File: config.mk
export PLATFORM = sky130hd
export DESIGN_NAME = dual_core_mem_arbiter
export DESIGN_NICKNAME = d
export VERILOG_FILES = /design/src/rtl/dual_core_mem_arbiter.sv
export SDC_FILE = /design/constraint.sdc
export NUM_CORES = 1
export LEC_CHECK = 0
export BUFFER_PORTS_ARGS = -buffer_cell sky130_fd_sc_hd__buf_2
export CORE_AREA = 2 2 166 168
export CTS_BUF_LIST = sky130_fd_sc_hd__clkbuf_4
export DETAILED_ROUTE_END_ITERATION = 8
export DIE_AREA = 0 0 168 170
export GPL_TIMING_DRIVEN = 0
export PLACE_DENSITY_LB_ADDON = 0.2
export SLEW_MARGIN = 20
export SYNTH_ARGS = -nofsm -noshare
export SYNTH_HDL_FRONTEND = slang
export SYNTH_SLANG_ARGS = --single-unit
File: constraint.sdc
create_clock -name CLK -period 2.4 [get_ports CLK]
set_input_delay 0.12 -clock CLK [delete_from_list [all_inputs] [get_ports CLK]]
set_output_delay 0.12 -clock CLK [all_outputs]
set_load 0.01 [all_outputs]
File: src/rtl/dual_core_mem_arbiter.sv
// Arbitrates one RAM port between two cores' icache and dcache requesters,
// data ahead of instruction, round-robin across cores, with per-core LL/SC links.
module dual_core_mem_arbiter #(
  parameter int unsigned WORD_W   = 32,
  parameter int unsigned LINK_LSB = 2,
  parameter logic        RR_RESET = 1'b0
) (
  input  logic                  CLK,
  input  logic                  nRST,
  input  logic [1:0]            iREN,
  input  logic [2*WORD_W-1:0]   iaddr,
  input  logic [1:0]            dREN,
  input  logic [1:0]            dWEN,
  input  logic [1:0]            datomic,
  input  logic [2*WORD_W-1:0]   daddr,
  input  logic [2*WORD_W-1:0]   dstore,
  output logic [1:0]            iwait,
  output logic [1:0]            dwait,
  output logic [2*WORD_W-1:0]   iload,
  output logic [2*WORD_W-1:0]   dload,
  output logic                  ramREN,
  output logic                  ramWEN,
  output logic [WORD_W-1:0]     ramaddr,
  output logic [WORD_W-1:0]     ramstore,
  input  logic [WORD_W-1:0]     ramload,
  input  logic [1:0]            ramstate
);

  localparam int unsigned TAG_W     = WORD_W - LINK_LSB;
  localparam logic [1:0]  RS_ACCESS = 2'd2;

  typedef enum logic [1:0] {IDLE = 2'd0, SERVE = 2'd1, SCFAIL = 2'd2} state_e;

  state_e            state_q, state_d;
  logic              core_q, core_d;
  logic              data_q, data_d;
  logic              wr_q, wr_d;
  logic              atom_q, atom_d;
  logic              rr_q, rr_d;
  logic [1:0]        lvalid_q, lvalid_d;
  logic [TAG_W-1:0]  ltag_q [2];
  logic [TAG_W-1:0]  ltag_d [2];

  logic [WORD_W-1:0] ia [2];
  logic [WORD_W-1:0] da [2];
  logic [WORD_W-1:0] ds [2];
  logic [1:0]        dreq, cand;
  logic              win, live, done;
  logic [WORD_W-1:0] load_v;

  always_comb begin
    for (int n = 0; n < 2; n++) begin
      ia[n] = iaddr[WORD_W*n +: WORD_W];
      da[n] = daddr[WORD_W*n +: WORD_W];
      ds[n] = dstore[WORD_W*n +: WORD_W];
    end
  end

  // Class priority first, then round-robin only on a true tie.
  assign dreq = dREN | dWEN;
  assign cand = (|dreq) ? dreq : iREN;
  assign win  = (&cand) ? rr_q : cand[1];
  assign live = (state_q == SERVE) &&
                (data_q ? (wr_q ? dWEN[core_q] : dREN[core_q]) : iREN[core_q]);
  assign done = live && (ramstate == RS_ACCESS);

  always_ff @(posedge CLK or negedge nRST) begin
    if (!nRST) begin
      state_q  <= IDLE;
      core_q   <= 1'b0;
      data_q   <= 1'b0;
      wr_q     <= 1'b0;
      atom_q   <= 1'b0;
      rr_q     <= RR_RESET;
      lvalid_q <= 2'b00;
      ltag_q   <= '{default: '0};
    end else begin
      state_q  <= state_d;
      core_q   <= core_d;
      data_q   <= data_d;
      wr_q     <= wr_d;
      atom_q   <= atom_d;
      rr_q     <= rr_d;
      lvalid_q <= lvalid_d;
      ltag_q   <= ltag_d;
    end
  end

  always_comb begin
    state_d  = state_q;
    core_d   = core_q;
    data_d   = data_q;
    wr_d     = wr_q;
    atom_d   = atom_q;
    rr_d     = rr_q;
    lvalid_d = lvalid_q;
    ltag_d   = ltag_q;
    unique case (state_q)
      IDLE: begin
        if (|cand) begin
          core_d = win;
          data_d = |dreq;
          wr_d   = (|dreq) & dWEN[win];
          atom_d = (|dreq) & datomic[win];
          // An SC whose link is gone fails here without touching RAM.
          if ((|dreq) && dWEN[win] && datomic[win] &&
              !(lvalid_q[win] && (ltag_q[win] == da[win][WORD_W-1:LINK_LSB])))
            state_d = SCFAIL;
          else
            state_d = SERVE;
        end
      end
      SERVE: begin
        if (!live) begin
          state_d = IDLE;
        end else if (done) begin
          state_d = IDLE;
          rr_d    = ~core_q;
          if (data_q && wr_q) begin
            for (int n = 0; n < 2; n++)
              if (lvalid_q[n] && (ltag_q[n] == da[core_q][WORD_W-1:LINK_LSB]))
                lvalid_d[n] = 1'b0;
          end else if (data_q && atom_q) begin
            lvalid_d[core_q] = 1'b1;
            ltag_d[core_q]   = da[core_q][WORD_W-1:LINK_LSB];
          end
        end
      end
      SCFAIL: begin
        state_d          = IDLE;
        rr_d             = ~core_q;
        lvalid_d[core_q] = 1'b0;
      end
      default: state_d = IDLE;
    endcase
  end

  // Only the granted requester ever sees its strobes or its completion.
  always_comb begin
    iwait    = 2'b11;
    dwait    = 2'b11;
    iload    = '0;
    dload    = '0;
    ramREN   = 1'b0;
    ramWEN   = 1'b0;
    ramaddr  = '0;
    ramstore = '0;
    load_v   = (wr_q && atom_q) ? WORD_W'(1) : ramload;
    if (live) begin
      ramREN   = !(data_q && wr_q);
      ramWEN   = data_q && wr_q;
      ramaddr  = data_q ? da[core_q] : ia[core_q];
      ramstore = (data_q && wr_q) ? ds[core_q] : '0;
    end
    if (done) begin
      if (data_q) begin
        dwait[core_q] = 1'b0;
        if (core_q) dload[2*WORD_W-1:WORD_W] = load_v;
        else        dload[WORD_W-1:0]        = load_v;
      end else begin
        iwait[core_q] = 1'b0;
        if (core_q) iload[2*WORD_W-1:WORD_W] = load_v;
        else        iload[WORD_W-1:0]        = load_v;
      end
    end
    if (state_q == SCFAIL) dwait[core_q] = 1'b0;
  end

endmodule
* After elaboration in Yosys (flattened, before gate mapping)
Cells that the tools add are included.
Word-level totals: word-level logic and storage cells 135, output and inout port bits 198, register bits 69, bits of input ports 236
Cells by class: reductions and logical operators 26, bitwise operators 11, order comparisons 6, eq/ne operators 13, muxes and demuxes 69
Operators with widths (count):
- $mux W32 | 19
- $mux W64 | 4
- $mux W30 | 4
- $eq A30 B30 Y1 | 3
- $bwmux W60 | 1
- $demux W30 S1 | 1
- $mux W2 | 14
- $mux W1 | 22
- $reduce_and A5 Y1 | 3
- $logic_and A1 B1 Y1 | 13
- $ne A3 B3 Y1 const B | 3
- $pmux W2 S2 | 2
- $ne A2 B2 Y1 const B | 3
- $reduce_and A2 Y1 | 3
- $and A2 B2 Y2 | 2
- $eq A2 B2 Y1 const B | 2
- $ge A2 B2 Y1 const B | 2
- $lt A1 B2 Y1 const B | 2
- $not A1 Y2 | 2
- $or A2 B2 Y2 | 2
- $reduce_or A2 Y1 | 2
- $ne A3 B1 Y1 const B | 1
- $reduce_and A3 Y1 | 1
- $and A1 B1 Y1 | 2
- 10 further kinds | 12

* Logic depth before layout (Yosys ltp)
Gate-level depths: netlist of the first run.
depth in word-level cells 16, mapped depth 10, gate-level depth less buffers 6

* Least setup slack after synthesis of the first run
Ideal clock, no wire load.
path type reg-to-output, start point register core_q, end point output port iload[32], data arrival time 1.930 ns, required time 2.280 ns, cell stages (with the launch flop) 10, path slack 0.350 ns, path buffers 4, cell sequence dfrtp_1 > buf_6 > buf_12 > buf_6 > o211ai_1 > o211ai_2 > nor3_1 > nand2_1 > buf_2 > nor2_1
On the way: word-level cells in the longest chain between the ends 7, elaborated cells on any way between the ends 13, those cells by class 11 x mux; 2 x reduce/logical
Ends and longest elaborated chain:
- from (decl) | RTL line 35 | logic core_q, core_d;
- from (signal assigned) | RTL line 79 | core_q <= core_d;
- $mux W1 (implied by the code) (2 in series) | RTL line 64 | (data_q ? (wr_q ? dWEN[core_q] : dREN[core_q]) : iREN[core_q]);
- $mux W1 (2 in series) | RTL line 64
- $logic_and A1 B1 Y1 | RTL line 63 | assign live = (state_q == SERVE) &&
- $logic_and A1 B1 Y1 | RTL line 65 | assign done = live && (ramstate == RS_ACCESS);
- $mux W64 * | RTL line 155 | if (done) begin
- to (decl) | RTL line 19 | output logic [2*WORD_W-1:0] iload,
Mark *: on every way between the ends. The rest lies on a longest branch, timed or not. The select of a mux whose other input is x is not followed.

* Final worst setup path of the first run
start point register core_q, end point output port iload[59]
The elaborated chain is that of the path after synthesis.

==> results.yml, run 1 <==
cells_and_area:
  fin_cells: 1668
  mostFrequentLayoutCells: "buf_2 (387), nor2_1 (108), xnor2_1 (99), dfrtp_1 (68), buf_6 (65)"
  nFillCells: 2651
  final_common_cell: "buf_2"
  fin_nets: 1550
  syn_to_final_growth_pct: 84.96
  drive_gt1_frac: 0.5633
drt:
  vias_per_cell: 4.812
  antenna_left: 0
  wl_per_cell_um: 21.99
  drtPass1Iterations: 4
  drc: 0
  drt_iter0_drc: 397
  dr_total_vias: 8026
  routed_wl_um: 36690
global_routing:
  grt_pass1_vias: 7869
  grt_max_degree: 52
  antenna_found_initial: 9
  grt_usage: 0.2438
  grt_overflow: 0
  grt_first_pass_wirelength_um: 51170
placement:
  gp_congestion: 0.8989
  hpwl_um: 29040
  post-place-ws_ps: -472.2
  io_buffers: 433
  dp_cells: 1545
power:
  p_switching_w: 0.005093
  peakVddDrop_v: 0.0004090
  combPwrFrac: 0.720
  power_w: 0.01070
  power_frac_seq: 0.195
  pwr-share-clk: 0.084
  internal_power_w: 0.005610
  powerDensity_mw_per_mm2: 896.2
  total_leakage_power_nw: 5.650
  switching_share: 0.4758
floorplan:
  die_h_um: 170
  die_width_um: 168
  io_pins: 434
  std_cell_rows: 60
  initial_utilization: 0.2423
  dieArea_mm2: 0.02856
  core_area_mm2: 0.02665
logic_synthesis:
  ys_seq_area_frac: 0.2674
  synth_area_mm2: 0.006457
  syn_nets: 1006
  synthCells: 770
  async_flop_share: 1.000
  yosys_most_used_dff: "dfrtp_1"
  ys_seq_elements: 69
  synth_edf_count: 0
  synth_cell_types: 39
  avgSynthCellArea_um2: 8.386
  ys_warn_count: 0
sta:
  hold_viol_final: 0
  slew_headroom: 0.4654
  max_freq_mhz: 372.0
  worst_slack_ps: -288.3
  fin_setup_tns_ps: -36360
  period_needed_ps: 2688
  finClkSkew_ps: 15.06
  worstMarginPinSlew_ps: 801.9
  fin_crit_sh: 1.120
  slew_violations: 0
  setup_viol: 228
  rsz0062_at_grt: "yes"
clock_network:
  root_buffer: "clkbuf_4"
  cts_tree: "built"
  clk_pin_slew_ps: 130
  h-tree-depth: 3
  cts_buffers: 9
  cts_num_sinks: 69
  clk_latency_ps: 450
  cts_max_path_buffers: 2
run:
  max_cap_viol_count: 0
hold_path:
  hp-class: "input pin to flop"
critical_path:
  crit_path_start_kind: "flop"
  critical_path.max_fanout: 10
  worstSetupEndpointType: "output port"
  critPathRequiredTime_ps: 2280
  path_class: "flop to output port"
  crit_arrival_ps: 2570
outcome:
  status: "finished, violations left"
  violations: "setup timing"
## path summary, 6_finish.rpt
kind / start / endpoint / slack (ps) / depth (start not counted)
worst max-delay path: core_q / iload[59] / -290 / 10
worst min-delay path: daddr[48] / ltag_q[14] / 30 / 2
worst max register to register: core_q / ltag_q[23] / -180 / 10
worst min register to register: ltag_q[21] / ltag_q[21] / 580 / 1
max in group asynchronous: nRST / wr_q / 1740 / 3
min in group asynchronous: nRST / ltag_q[12] / 60 / 2
## synth_stat cells (all sizes together), types with 2 or more instances
cell    number  area [um^2]
nor2b       34        212.7
nand2       43        176.4
o211ai       5        42.54
a211oi      60        450.4
or4          2        15.01
o21ai        7        35.03
buf         25        172.7
inv          6        22.52
dfrtp       69         1727
nor2       183        719.4
xnor2       99        867.1
mux2i       65        676.9
mux4         3        67.56
xor2        21        183.9
nand4       18        112.6
nand2b       3        18.77
clkbuf      25        93.84
mux2        48        540.5
a21oi       21        105.1
nor3         7        35.03
nor4        18        118.9
## per-stage QoR
stage	cell area [um^2]	hold WS [ps]	util
3_5_place_dp	9081	24.52	0.3408
3_3_place_gp	9051	396.4	0.3396
2_1_floorplan	6457	-175.6	-
5_1_grt	11940	20.01	0.4482
4_1_cts	11220	4.391	0.4209
6_report	11940	33.49	0.4482
## power by group through the flow
| stage | Combinational [W] | Clock, W | Sequential [W] |
|---|---|---|---|
| floorplan | 0.00373 | 0 | 0.00198 |
| global placement | 0.00576 | 0 | 0.00205 |
| finish | 0.00771 | 0.000904 | 0.00209 |
| global route | 0.00823 | 0.000975 | 0.00217 |
| CTS | 0.00730 | 0.000920 | 0.00209 |
| detailed placement | 0.00576 | 0 | 0.00207 |
## cell type report
cell class / instances / area (um^2) / area share
plain buffers: 49 / 655.6 / 0.05489
multi-input cells: 645 / 5405 / 0.4525
inverters: 6 / 22.52 / 0.001886
clock buffers: 9 / 67.56 / 0.005657
repair buffers: 534 / 3530 / 0.2955
well taps: 341 / 426.7 / 0.03572
flip-flops and latches: 69 / 1728 / 0.1447
clock inverters: 7 / 88.84 / 0.007438
diodes: 8 / 20.02 / 0.001676
## registers in the layout, indices dropped and copies added (netlist names)
register and cells:
atom_q 1, ltag_q 60, core_q 1, data_q 1, state_q 2, rr_q 1, wr_q 1, lvalid_q 2
## timing repair
action / CTS / global route
cloned: 6 / 2
hold endpoints to repair: 116 / 1
endpoints found under the setup margin: 238 / 218
setup buffers: 32 / 11
hold buffers: 49 / 1
gates resized for setup: 251 / 144
pin swaps: 20 / 22
## metal layers
layer  global-route usage  vias up  wire [um]
li1                     -     3768          -
met1               0.3055     3857      14870
met2               0.4285      341      18330
met3              0.03581       60       2184
met4              0.08355        0       1309
met5                    0        -          0
## worst max-delay path, cell delays in order, from the launching register on
cell and delay (ps):
dfrtp_1 420, buf_12 140, buf_12 120, buf_12 110
o211ai_1 270, o211ai_4 160, nor3_4 240, nand2_4 180
buf_6 190, nor2_1 130, buf_2 150
## logic make-up after synthesis
kind of cell | after synthesis | share of synthesized area
compound gates | 96 | 0.1017
flops | 69 | 0.2674
xor+xnor | 120 | 0.1628
simple gates | 313 | 0.2244
mux | 116 | 0.1990
buf+inv | 56 | 0.04476
(Power assumes the default switching activity.)
==> run 2, diff against run 1 <==
--- a/config.mk
+++ b/config.mk
@@ -5,7 +5,7 @@
 export SDC_FILE = /design/constraint.sdc
 export NUM_CORES = 1
 export LEC_CHECK = 0
-export BUFFER_PORTS_ARGS = -buffer_cell sky130_fd_sc_hd__buf_2
+export BUFFER_PORTS_ARGS = -buffer_cell sky130_fd_sc_hd__buf_4
 export CORE_AREA = 2 2 166 168
 export CTS_BUF_LIST = sky130_fd_sc_hd__clkbuf_4
 export DETAILED_ROUTE_END_ITERATION = 8
==> results.yml, run 2 (same netlist as run 1, synthesis figures left out) <==
cells_and_area:
  finish.utilization: 0.5087
  largest_register_ffs: 60
  top_register: "ltag_q"
  largestRegisters: "ltag_q: 60 flops, lvalid_q: 2 flops, state_q: 2 flops"
  mostFrequentLayoutCells: "buf_4 (362), buf_6 (113), nor2_4 (101), xnor2_1 (99), dfrtp_1 (68)"
  final_common_cell: "buf_4"
  syn_to_final_growth_pct: 109.9
  fin_nets: 1550
  drive_gt1_frac: 0.6108
power:
  pwr-share-clk: 0.071
  total_leakage_power_nw: 5.933
  internal_power_w: 0.005772
  powerDensity_mw_per_mm2: 816.5
  peakVddDrop_v: 0.0003585
  p_switching_w: 0.005298
  combPwrFrac: 0.739
  power_frac_seq: 0.189
  switching_share: 0.4786
floorplan:
  io_pins: 434
  die_width_um: 168
  initial_utilization: 0.2423
  std_cell_rows: 60
  die_h_um: 170
  dieArea_mm2: 0.02856
  core_area_mm2: 0.02665
drt:
  routed_wl_um: 38580
  antenna_left: 0
  drc: 0
  dr_total_vias: 8191
  wl_per_cell_um: 23.23
  drtPass1Iterations: 5
  drt_iter0_drc: 412
  vias_per_cell: 4.931
critical_path:
  critPathRequiredTime_ps: 2280
  path_common_cell: "buf_12"
  crit_path_start_kind: "flop"
  cp_slowest_cell: "dfrtp_1"
  rrSetupSlack_ps: -210
  crit_chain: "buf_12, buf_12, buf_12, o211ai_1, o211ai_4, nor3_4, buf_6, nand2_8, clkbuf_16, nor2_4, buf_6"
  cp_num_buf_inv: 6
  worstSetupEndpointType: "output port"
  critical_path.max_fanout: 8
  crit_arrival_ps: 2550
  r2r_cells: 10
  critPathTopFamily: "buffers and inverters"
  cp.depth: 11
  critPathMaxStageDelay_ps: 410
  path_class: "flop to output port"
placement:
  hpwl_um: 29590
  gp_congestion: 0.9085
  io_buffers: 433
sta:
  period_needed_ps: 2673
  hold_viol_final: 0
  rsz0062_at_grt: "yes"
  finClkSkew_ps: 17.79
  worstMarginPinSlew_ps: 962.4
  setup_viol: 184
  fin_setup_tns_ps: -23260
  worst_slack_ps: -272.7
  max_freq_mhz: 374.1
  slew_headroom: 0.3584
  fin_crit_sh: 1.114
  slew_violations: 0
outcome:
  violations: "setup timing"
  status: "finished, violations left"
global_routing:
  antenna_found_initial: 2
  grt_overflow: 0
  grt_usage: 0.2504
  grt_max_degree: 70
  grt_pass1_vias: 8036
  grt_first_pass_wirelength_um: 52940
clock_network:
  h-tree-depth: 3
  clk_pin_slew_ps: 120
  cts_max_path_buffers: 2
  root_buffer: "clkbuf_4"
  cts_num_sinks: 69
  clk_latency_ps: 450
  cts_buffers: 9
  cts_tree: "built"
run:
  max_cap_viol_count: 0
hold_path:
  hp-class: "input pin to flop"
  min_path_cells: 3
-- run 2: cell type report --
| class | instances | area [um^2] |
|---|---|---|
| clock inverter | 3 | 37.54 |
| buffer | 47 | 581.8 |
| multi-input combinational | 645 | 5811 |
| inverter | 6 | 22.52 |
| tap | 341 | 426.7 |
| sequential | 69 | 1728 |
| fill | 2488 | 13090 |
| clock buffer | 12 | 90.09 |
| antenna | 2 | 5.005 |
| timing repair buffer | 536 | 4855 |
-- run 2: final timing paths --
path,start,end
worst min register to register,ltag_q[21],ltag_q[21]
worst max register to register,core_q,lvalid_q[1]
worst max-delay path,core_q,iload[33]
max in group asynchronous,nRST,wr_q
min in group asynchronous,nRST,ltag_q[54]
worst min-delay path,dWEN[1],wr_q
-- run 2: timing repair --
item                       CTS  global route
setup endpoints to repair  244           199
resized for setup          331           238
buffers inserted            36            11
hold endpoints to repair   117             0
gates cloned                 7             5
hold buffers                50             0
pin swaps                   39            43
-- run 2: power groups by stage --
stage | sequential (W) | clock [W] | combinational, W
after floorplan | 0.00198 | 0 | 0.00373
after global placement | 0.00205 | 0 | 0.00607
after detailed placement | 0.00208 | 0 | 0.00609
after CTS | 0.00209 | 0.000794 | 0.00751
after global routing | 0.00216 | 0.000859 | 0.00865
final | 0.00210 | 0.000788 | 0.00818
-- run 2: through the flow --
| stage | setup slack [ps] | cells | hold slack, ps | area [um^2] | power [W] |
|---|---|---|---|---|---|
| 2_1_floorplan | 350.0 | 770 | -175.6 | 6457 | 0.005705 |
| 3_3_place_gp | -471.9 | 1544 | 327.5 | 10130 | 0.008116 |
| 3_5_place_dp | -499.3 | 1544 | 328.9 | 10130 | 0.008166 |
| 4_1_cts | -264.9 | 1651 | 1.245 | 12570 | 0.01039 |
| 5_1_grt | -380.1 | 1661 | 6.999 | 13560 | 0.01167 |
| 6_report | -272.7 | 1661 | 12.76 | 13560 | 0.01107 |
-- run 2: per-layer routing --
layer | global-route usage | vias to the layer above | share of wire
li1 | - | 3761 | -
met1 | 0.3074 | 4037 | 0.41
met2 | 0.4510 | 341 | 0.52
met3 | 0.03605 | 52 | 0.048
met4 | 0.08166 | 0 | 0.029
met5 | 0 | - | 0
-- run 2: worst reg2reg max path, delay by kind of cell (launching register included) --
| kind | cells | cell delay, ps |
|---|---|---|
| buffers and inverters | 4 | 530 |
| multiplexers | 1 | 390 |
| AND/OR/NAND/NOR | 4 | 980 |
| XOR/XNOR | 1 | 200 |
| flip-flops | 1 | 410 |
